**config.mk**
```make
export PLATFORM = sky130hd
export DESIGN_NAME = dmem_arbiter
export DESIGN_NICKNAME = d
export VERILOG_FILES = /design/src/rtl/dmem_arb_pkg.sv /design/src/rtl/rr_arb2.sv /design/src/rtl/dmem_arbiter.sv
export SDC_FILE = /design/constraint.sdc
export NUM_CORES = 1
export LEC_CHECK = 0
export CORE_AREA = 2 2 233 235
export DETAILED_ROUTE_END_ITERATION = 10
export DIE_AREA = 0 0 235 237
export RECOVER_POWER = 100
export SLEW_MARGIN = 0
export SYNTH_ARGS = -nofsm -noshare
export SYNTH_HDL_FRONTEND = slang
export SYNTH_SLANG_ARGS = --single-unit
```
**constraint.sdc**
```tcl
create_clock -name clk -period 2.1 [get_ports clk]
set_input_delay 0.63 -clock clk [delete_from_list [all_inputs] [get_ports clk]]
set_output_delay 0.63 -clock clk [all_outputs]
set_load 0.03 [all_outputs]
```
**src/rtl/dmem_arb_pkg.sv**
```systemverilog
// Shared types and constants for the data-memory arbiter.
package dmem_arb_pkg;

    // Arbiter sequencing states.
    typedef enum logic [1:0] {
        IDLE    = 2'd0,
        ISSUE   = 2'd1,
        RD_WAIT = 2'd2,
        RESP    = 2'd3
    } state_e;

    // Requester identity; also the encoding of the last_grant register.
    typedef enum logic {
        REQ_CORE = 1'b0,
        REQ_DMA  = 1'b1
    } req_e;

    // Every access is one naturally aligned doubleword.
    localparam int unsigned XFER_BYTES = 8;
    localparam logic [3:0]  XFER_SIZE  = 4'(XFER_BYTES);

    // The requester that did not win last time.
    function automatic req_e other_req(input req_e r);
        return (r == REQ_CORE) ? REQ_DMA : REQ_CORE;
    endfunction

endpackage

```
**src/rtl/rr_arb2.sv**
```systemverilog
// Two-way grant logic: fixed CORE priority or round-robin on ties.
module rr_arb2 import dmem_arb_pkg::*; #(
    parameter bit CORE_PRIO = 1'b1
) (
    input  logic clk,
    input  logic reset,        // asynchronous, active-low
    input  logic core_valid,
    input  logic dma_valid,
    input  logic accept,       // grant is being taken this cycle
    output logic grant_valid,
    output req_e grant_id
);

    req_e last_grant_q;
    req_e last_grant_d;

    // Combinational grant from the current valids and the last winner.
    always_comb begin
        // NOTE: every output gets a default first so no path through the block leaves it unassigned (which would infer a latch).
        grant_valid = core_valid | dma_valid;
        grant_id    = REQ_CORE;
        if (core_valid && dma_valid) begin
            grant_id = CORE_PRIO ? REQ_CORE : other_req(last_grant_q);
        end else if (dma_valid) begin
            grant_id = REQ_DMA;
        end
    end

    // Remember the winner only when the grant is actually consumed.
    always_comb begin
        last_grant_d = last_grant_q;
        if (accept) begin
            last_grant_d = grant_id;
        end
    end

    // last_grant starts at DMA so CORE wins the first round-robin tie.
    always_ff @(posedge clk or negedge reset) begin
        // NOTE: flop state uses non-blocking assignment so every register samples pre-edge values regardless of statement order.
        if (!reset) begin
            last_grant_q <= REQ_DMA;
        end else begin
            last_grant_q <= last_grant_d;
        end
    end

endmodule

```
**src/rtl/dmem_arbiter.sv**
```systemverilog
// Shares the single-ported data memory between the CORE and DMA ports:
// one request in flight, registered memory enables, one response pulse each.
module dmem_arbiter import dmem_arb_pkg::*; #(
    parameter int unsigned ADDR_W    = 64,
    parameter int unsigned DATA_W    = 64,
    parameter int unsigned RD_LAT    = 1,
    parameter bit          CORE_PRIO = 1'b1
) (
    input  logic              clk,
    input  logic              reset,            // asynchronous, active-low

    input  logic              core_req_valid,
    output logic              core_req_ready,
    input  logic              core_req_write,
    input  logic [ADDR_W-1:0] core_req_addr,
    input  logic [DATA_W-1:0] core_req_wdata,
    output logic              core_rsp_valid,
    output logic [DATA_W-1:0] core_rsp_rdata,

    input  logic              dma_req_valid,
    output logic              dma_req_ready,
    input  logic              dma_req_write,
    input  logic [ADDR_W-1:0] dma_req_addr,
    input  logic [DATA_W-1:0] dma_req_wdata,
    output logic              dma_rsp_valid,
    output logic [DATA_W-1:0] dma_rsp_rdata,

    output logic [ADDR_W-1:0] mem_address,
    output logic              mem_read_enable,
    output logic              mem_write_enable,
    output logic [DATA_W-1:0] mem_write_data,
    output logic [3:0]        mem_xfer_size,
    input  logic [DATA_W-1:0] mem_read_data
);

    localparam int unsigned       CNT_W      = $clog2(RD_LAT + 1);
    localparam logic [ADDR_W-1:0] ALIGN_MASK = ~ADDR_W'(XFER_BYTES - 1);

    // Sequencer state and latched request.
    state_e              state_q,  state_d;
    logic                write_q,  write_d;
    logic [ADDR_W-1:0]   addr_q,   addr_d;
    logic [DATA_W-1:0]   wdata_q,  wdata_d;
    req_e                owner_q,  owner_d;
    logic [CNT_W-1:0]    cnt_q,    cnt_d;

    // Registered outputs.
    logic                mem_re_q, mem_re_d;
    logic                mem_we_q, mem_we_d;
    logic                core_rsp_valid_q, core_rsp_valid_d;
    logic                dma_rsp_valid_q,  dma_rsp_valid_d;
    logic [DATA_W-1:0]   core_rdata_q, core_rdata_d;
    logic [DATA_W-1:0]   dma_rdata_q,  dma_rdata_d;

    // Grant and handshake.
    logic                grant_valid;
    req_e                grant_id;
    logic                idle_open;
    logic                accept;
    logic                sel_write;
    logic [ADDR_W-1:0]   sel_addr;
    logic [DATA_W-1:0]   sel_wdata;

    rr_arb2 #(
        .CORE_PRIO (CORE_PRIO)
    ) u_arb (
        .clk         (clk),
        .reset       (reset),
        .core_valid  (core_req_valid),
        .dma_valid   (dma_req_valid),
        .accept      (accept),
        .grant_valid (grant_valid),
        .grant_id    (grant_id)
    );

    // Ready is gated by reset too, so every output reads 0 while reset is held.
    assign idle_open      = (state_q == IDLE) && reset;
    assign core_req_ready = idle_open && grant_valid && (grant_id == REQ_CORE);
    assign dma_req_ready  = idle_open && grant_valid && (grant_id == REQ_DMA);
    assign accept         = idle_open && grant_valid;

    assign sel_write = (grant_id == REQ_CORE) ? core_req_write : dma_req_write;
    assign sel_addr  = (grant_id == REQ_CORE) ? core_req_addr  : dma_req_addr;
    assign sel_wdata = (grant_id == REQ_CORE) ? core_req_wdata : dma_req_wdata;

    assign mem_address      = addr_q;
    assign mem_write_data   = wdata_q;
    assign mem_read_enable  = mem_re_q;
    assign mem_write_enable = mem_we_q;
    assign mem_xfer_size    = XFER_SIZE;
    assign core_rsp_valid   = core_rsp_valid_q;
    assign core_rsp_rdata   = core_rdata_q;
    assign dma_rsp_valid    = dma_rsp_valid_q;
    assign dma_rsp_rdata    = dma_rdata_q;

    // Next state: enables and response pulses are one-cycle, so they default to 0.
    always_comb begin
        state_d          = state_q;
        write_d          = write_q;
        addr_d           = addr_q;
        wdata_d          = wdata_q;
        owner_d          = owner_q;
        cnt_d            = cnt_q;
        mem_re_d         = 1'b0;
        mem_we_d         = 1'b0;
        core_rsp_valid_d = 1'b0;
        dma_rsp_valid_d  = 1'b0;
        core_rdata_d     = '0;
        dma_rdata_d      = '0;

        case (state_q)
            IDLE: begin
                if (accept) begin
                    // Enables are set on the handshake edge so they are live during ISSUE.
                    state_d  = ISSUE;
                    write_d  = sel_write;
                    addr_d   = sel_addr & ALIGN_MASK;
                    wdata_d  = sel_wdata;
                    owner_d  = grant_id;
                    mem_we_d = sel_write;
                    mem_re_d = !sel_write;
                end
            end

            ISSUE: begin
                if (write_q) begin
                    // Writes answer immediately with zero data.
                    state_d          = RESP;
                    core_rsp_valid_d = (owner_q == REQ_CORE);
                    dma_rsp_valid_d  = (owner_q == REQ_DMA);
                end else begin
                    cnt_d   = CNT_W'(RD_LAT);
                    state_d = RD_WAIT;
                end
            end

            RD_WAIT: begin
                cnt_d = cnt_q - CNT_W'(1);
                if (cnt_q == CNT_W'(1)) begin
                    // Read data is valid in this cycle; capture it for the owner only.
                    state_d = RESP;
                    if (owner_q == REQ_CORE) begin
                        core_rsp_valid_d = 1'b1;
                        core_rdata_d     = mem_read_data;
                    end else begin
                        dma_rsp_valid_d  = 1'b1;
                        dma_rdata_d      = mem_read_data;
                    end
                end
            end

            RESP: begin
                state_d = IDLE;
            end

            default: begin
                state_d = IDLE;
            end
        endcase
    end

    // All sequencer state and registered outputs; reset drops any in-flight request.
    always_ff @(posedge clk or negedge reset) begin
        if (!reset) begin
            state_q          <= IDLE;
            write_q          <= 1'b0;
            addr_q           <= '0;
            wdata_q          <= '0;
            owner_q          <= REQ_CORE;
            cnt_q            <= '0;
            mem_re_q         <= 1'b0;
            mem_we_q         <= 1'b0;
            core_rsp_valid_q <= 1'b0;
            dma_rsp_valid_q  <= 1'b0;
            core_rdata_q     <= '0;
            dma_rdata_q      <= '0;
        end else begin
            state_q          <= state_d;
            write_q          <= write_d;
            addr_q           <= addr_d;
            wdata_q          <= wdata_d;
            owner_q          <= owner_d;
            cnt_q            <= cnt_d;
            mem_re_q         <= mem_re_d;
            mem_we_q         <= mem_we_d;
            core_rsp_valid_q <= core_rsp_valid_d;
            dma_rsp_valid_q  <= dma_rsp_valid_d;
            core_rdata_q     <= core_rdata_d;
            dma_rdata_q      <= dma_rdata_d;
        end
    end

endmodule

```
==> results of run 1 <==
layer usage:
layer	vias up	routed length [um]	part of all wire, %
met5	-	13	0.036
met4	2	997	2.7
met3	62	3700	10
met2	421	17100	47
met1	4082	14500	40
li1	4005	-	-
timing repair:
action	4_1_cts	5_1_grt
gates cloned	0	0
buffers inserted	7	2
pin swaps	3	1
hold endpoints to repair	3	0
setup endpoints to repair	258	3
gates resized for setup	264	2
hold buffers	1	0
synth_stat cells (all sizes together) (2+ instances only):
library cell,number
and2,128
mux2i,2
a21oi,2
inv,4
a22oi,126
nor2,6
nor2b,2
clkbuf,16
dfrtp,262
mux2,2
conb,2
ha,4
buf,45
nand2,253
area by class of cell:
type / count / area (sq um)
fill: 5445 / 36100
clock inverter: 7 / 90.1
timing repair buffer: 611 / 5760
multi-input combinational: 542 / 3010
antenna: 1 / 2.50
tap: 696 / 871
clock buffer: 43 / 891
sequential: 262 / 6560
inverter: 4 / 15.0
cells by family (layout without fill, tap and decap cells):
kind of cell / Yosys count / in the layout / share of synthesized area, %
buf+inv: 65 / 665 / 3.51
fa+ha+maj: 4 / 4 / 0.507
flops: 262 / 262 / 66.5
other cells: 2 / 8 / 0.0761
compound gates: 133 / 133 / 10.6
simple gates: 394 / 394 / 18.5
mux: 4 / 4 / 0.431
where the power goes:
group          internal, mW  total (mW)  switching (mW)  leakage (nW)
combinational          3.20        8.72            5.52          4.86
clock                  3.15        5.19            2.04         0.479
sequential             6.55        7.29           0.730          3.46
flip-flops by register name, summed over array words and instances, names as in the netlist:
name	cells
dma_rsp_valid	1
state_q	2
mem_read_enable	1
write_q	1
mem_write_enable	1
core_rsp_valid	1
dma_rsp_rdata	64
core_rsp_rdata	64
cnt_q	1
mem_address	61
owner_q	1
mem_write_data	64
worst max-delay path by stage:
| stage | slack (ns) | cells past startpoint | endpoint | from |
|---|---|---|---|---|
| 3_5_place_dp | -0.26 | 3 | dma_req_ready | core_req_valid |
| 5_1_grt | -0.25 | 4 | dma_req_ready | state_q[1] |
| 4_1_cts | -0.19 | 4 | dma_req_ready | state_q[1] |
| 2_1_floorplan | 0.19 | 5 | dma_req_ready | state_q[0] |
| 6_report | -0.14 | 4 | dma_req_ready | state_q[0] |
| 3_3_place_gp | -0.25 | 3 | dma_req_ready | core_req_valid |
through the flow:
stage	setup TNS, ns	area, sq um
floorplan	0	9880
global placement	-23.90	16500
detailed placement	-26.87	16500
CTS	-0.366	17300
global route	-17.79	17200
finish	-1.20	17200
==> results.py, run 1 <==
metrics = {
    "status": {
        "status": "finished with violations",
        "violations": "capacitance limit, slew limit, setup timing",
    },
    "place": {
        "dp_slack_ns": -0.259,
        "place_congestion": 0.827,
        "io_buffers": 578,
        "dp_hpwl_um": 26400,
        "dp.cells": 2105,
    },
    "clocking": {
        "cts_root_buf": "clkbuf_16",
        "h-tree-depth": 1,
        "clkSinkCount": 262,
        "numCtsBuffers": 31,
        "clkTransAtPathRegs_ns": 0.06,
        "clock_path_buffers": 3,
        "clk-insertion-delay-late_ns": 0.56,
        "cts_tree": "yes",
    },
    "setup_path": {
        "regToRegStartpoint": "state_q[0]",
        "slowest_delay_ns": 0.39,
        "startpoint_type": "register",
        "crit_chain": "inv_2 > ha_4 > and4b_4 > buf_6",
        "slowest_stage": "dfrtp_1",
        "critPathBufInv": 2,
        "critPathArrivalTime_ns": 1.61,
        "cp_max_fo": 3,
        "path_delay_family": "flip-flops",
        "reg2reg_depth": 8,
        "critPathCaptureType": "primary output",
        "reg2reg_to": "mem_write_data[46]",
        "rrSetupSlack_ns": -0.04,
        "required_ns": 1.47,
        "crit_type": "register to primary output",
    },
    "routing": {
        "viasPerCell": 3.96,
        "vias": 8572,
        "wl_um": 36400,
        "ant_nets": 0,
        "drt_iter0_drc": 370,
        "wl_per_cell_um": 16.8,
        "drt-pass1-iter-count": 7,
        "drc": 0,
    },
    "sta": {
        "skew_ns": 0.00844,
        "min_period_ns": 2.24,
        "hold_viol": 0,
        "max_freq_mhz": 446,
        "slew_headroom_pct": -2.80,
        "setup_viol_count_final": 36,
        "layout_setup_ws_ns": -0.142,
        "tightest_slew_ns": 1.54,
        "final_max_slew_viol_count": 95,
        "rsz0062_at_grt": "yes",
        "holdWs_ns": 0.488,
        "finalCritPeriodShare_pct": 107,
    },
    "yosys": {
        "syn_inst": 864,
        "ys_seq_area_share_pct": 66.5,
        "synth_area_per_cell_sq_um": 11.4,
        "syn-cell-area_sq_um": 9870,
        "synth_ff_type": "dfrtp_1",
        "synthDistinctLibCells": 28,
        "synth_warnings": 0,
        "synth_area_leader_cell": "dfrtp_1",
        "ys_ff_latch": 262,
        "synth_edf_count": 0,
        "yosys.area.top_type_share_pct": 66.5,
        "synthArstFlopShare_pct": 100,
        "synthTopCellsByArea": "dfrtp_1 (66%), nand2_1 (9.6%), a22oi_1 (8.8%)",
    },
    "cells_and_area": {
        "final_cell_mix": "clkdlybuf4s50_1 (317), dfrtp_1 (262), dlygate4sd2_1 (255), nand2_1 (253), and2_1 (128)",
        "mostFrequentLayoutCell": "clkdlybuf4s50_1",
        "finalNetCount": 1782,
        "utilization_pct": 32.3,
        "syn_to_final_growth_pct": 74.4,
        "drive_above_1_share_pct": 6.40,
        "instances_no_fill": 2166,
    },
    "global_routing": {
        "grt_usage_pct": 12.5,
        "antenna_found_initial": 3,
        "grt_max_degree": 108,
        "grtUsageMet2_pct": 20.9,
        "grt_use_met1_pct": 15.0,
        "grt_pass1_wl_um": 55000,
        "grt_pass1_vias": 9095,
        "grt.busiest_layer": "met2",
        "grt_use_met3_pct": 4.67,
        "grt.overflow.total": 0,
    },
    "floorplan": {
        "die_w_um": 235,
        "start_util_pct": 18.5,
        "die_height_um": 237,
        "design.core.area_sq_um": 53300,
        "ios": 592,
        "die_area_sq_um": 55700,
        "num_rows": 85,
    },
    "hold_path": {
        "hold_depth": 1,
        "min_to": "core_rsp_valid",
        "hp-class": "register to register",
        "min_from": "owner_q",
    },
    "pwr": {
        "p_leak_nw": 8.79,
        "power_density_nw_per_um2": 1230,
        "fin_total_pwr_mw": 21.2,
        "ir_drop_mv": 0.588,
    },
    "run": {
        "maxCapViolCount": 1,
    },
}
Note: power is estimated with default switching activity, not from simulation.
==> run 2, diff against run 1 <==
--- a/config.mk
+++ b/config.mk
@@ -8,6 +8,7 @@
 export CORE_AREA = 2 2 233 235
 export DETAILED_ROUTE_END_ITERATION = 10
 export DIE_AREA = 0 0 235 237
+export PLACE_DENSITY = 0.5
 export RECOVER_POWER = 100
 export SLEW_MARGIN = 0
 export SYNTH_ARGS = -nofsm -noshare
==> run 2 against run 1 <==
  * The run still ends with capacitance limit, slew limit, setup timing left
  * Global-route usage increased by 0.90 points
  * Sequential cell count unchanged
  * Fmax decreased by 0.15%
  * Count of clock-buffer cells in the layout increased by 3
  * Wire length increased by 6.7%
  * Combinational power increased by 1%
  * Critical path type unchanged
  * Critical endpoint unchanged
==> results.py, run 2 (synthesis gave the netlist of run 1 again) <==
metrics = {
    "global_routing": {
        "grt.busiest_layer": "met2",
        "grtUsageMet2_pct": 22.9,
        "grt_use_met1_pct": 15.8,
        "antenna_found_initial": 1,
        "grt_max_degree": 121,
        "grt.overflow.total": 0,
        "grt_pass1_wl_um": 58000,
        "grt_use_met3_pct": 5.21,
        "grt_usage_pct": 13.4,
        "grt_pass1_vias": 9235,
    },
    "sta": {
        "tightest_slew_ns": 1.69,
        "final_max_slew_viol_count": 121,
        "rsz0062_at_grt": "yes",
        "hold_viol": 0,
        "slew_headroom_pct": -12.8,
        "min_period_ns": 2.24,
        "skew_ns": 0.0230,
        "layout_setup_ws_ns": -0.145,
        "max_freq_mhz": 445,
        "finalCritPeriodShare_pct": 107,
        "setup_viol_count_final": 2,
    },
    "cells_and_area": {
        "seqCellArea_sq_um": 6560,
        "drive_above_1_share_pct": 7.75,
        "finalNetCount": 1791,
        "instances_no_fill": 2180,
        "mostFrequentLayoutCell": "clkdlybuf4s50_1",
        "multi_input_area_sq_um": 3000,
        "syn_to_final_growth_pct": 76.5,
        "diodes": 0,
        "final_cell_mix": "clkdlybuf4s50_1 (318), dfrtp_1 (262), nand2_1 (253), dlygate4sd2_1 (253), and2_1 (125)",
        "utilization_pct": 32.7,
        "fillCellCount": 5499,
    },
    "clocking": {
        "clkTransAtPathRegs_ns": 0.06,
        "clock_path_buffers": 3,
        "clk-insertion-delay-late_ns": 0.57,
        "cts_tree": "yes",
        "clkSinkCount": 262,
        "cts-hold-fix-buffers": 0,
        "cts_root_buf": "clkbuf_16",
        "numCtsBuffers": 30,
        "h-tree-depth": 1,
    },
    "floorplan": {
        "die_w_um": 235,
        "start_util_pct": 18.5,
        "design.core.area_sq_um": 53300,
        "die_area_sq_um": 55700,
        "die_height_um": 237,
        "ios": 592,
        "num_rows": 85,
    },
    "routing": {
        "vias": 8631,
        "ant_nets": 0,
        "wl_per_cell_um": 17.8,
        "drc": 0,
        "viasPerCell": 3.96,
        "drt_iter0_drc": 296,
        "wl_um": 38800,
        "drt-pass1-iter-count": 4,
    },
    "place": {
        "dp.cells": 2118,
        "io_buffers": 578,
        "dp_hpwl_um": 29100,
        "dp_slack_ns": -0.178,
        "place_congestion": 0.820,
    },
    "hold_path": {
        "hp-class": "input pin to asynchronous set/reset pin",
    },
    "setup_path": {
        "critPathCaptureType": "primary output",
        "critPathArrivalTime_ns": 1.61,
        "rrSetupSlack_ns": 0.13,
        "reg2reg_depth": 8,
        "reg2reg_to": "mem_address[53]",
        "critPathBufInv": 2,
        "regToRegStartpoint": "state_q[1]",
        "startpoint_type": "register",
        "cp_max_fo": 3,
        "slowest_stage": "dfrtp_1",
        "path_delay_family": "flip-flops",
        "slowest_delay_ns": 0.38,
        "crit_chain": "inv_2 > ha_4 > and4b_4 > buf_6",
        "required_ns": 1.47,
        "crit_type": "register to primary output",
    },
    "status": {
        "violations": "capacitance limit, slew limit, setup timing",
        "status": "finished with violations",
    },
    "pwr": {
        "p_leak_nw": 8.91,
        "power_density_nw_per_um2": 1230,
        "ir_drop_mv": 0.619,
    },
    "run": {
        "maxCapViolCount": 1,
    },
}
[run 2: changes by cell type in the layout (fill, tap and decap cells not counted), moves of 2 or more]
cell / change
buf_4: +11
buf_12: +8
clkbuf_1: -6
and2_0: +3
and2_1: -3
clkbuf_8: +3
buf_6: -2
clkbuf_4: -2
clkinv_2: +2
dlygate4sd2_1: -2
nor2_1: +2
[run 2: stage by stage]
step                      TNS [ns]  hold slack [ns]  total power [mW]  area, sq um
after floorplan                  0            0.334              12.4         9880
after global placement      -10.64            0.485              17.3        16700
after detailed placement    -13.85            0.485              17.3        16700
after CTS                   -0.314            0.121              21.9        17500
after global routing         -3.60            0.500              22.7        17400
final                       -0.229            0.413              21.4        17400
[run 2: how the worst max path moves through the flow]
stage	start	endpoint	slack, ns	cells after the start
CTS	state_q[1]	dma_req_ready	-0.19	4
global placement	core_req_valid	dma_req_ready	-0.16	3
finish	state_q[1]	dma_req_ready	-0.14	4
floorplan	state_q[0]	dma_req_ready	0.19	5
global route	state_q[0]	dma_req_ready	-0.23	4
detailed placement	core_req_valid	dma_req_ready	-0.18	3
[run 2: power by group]
part	switching [mW]	internal, mW	leakage, nW
clock network	2.12	3.19	0.504
logic	5.57	3.26	4.95
registers	0.702	6.55	3.46
[run 2: metal layers]
metal,routed length (um),up-vias,share of wire [%]
li1,-,4040,-
met1,15300,4134,39
met2,18700,408,48
met3,3960,47,10
met4,799,2,2.1
met5,10,-,0.026
[run 2: layout make-up]
cell class	count	share of cell area, %
multi-input cells	542	17.2
well taps	696	5.00
inverters	4	0.0862
clock inverters	9	0.453
repair buffers	621	34.2
clock buffers	46	5.41
flip-flops and latches	262	37.6
[run 2: timing repair]
item                                    in CTS  in global routing
endpoints found under the setup margin     258                  3
gates resized for setup                    266                  1
setup buffers                                7                  0
pin swaps                                    2                  0
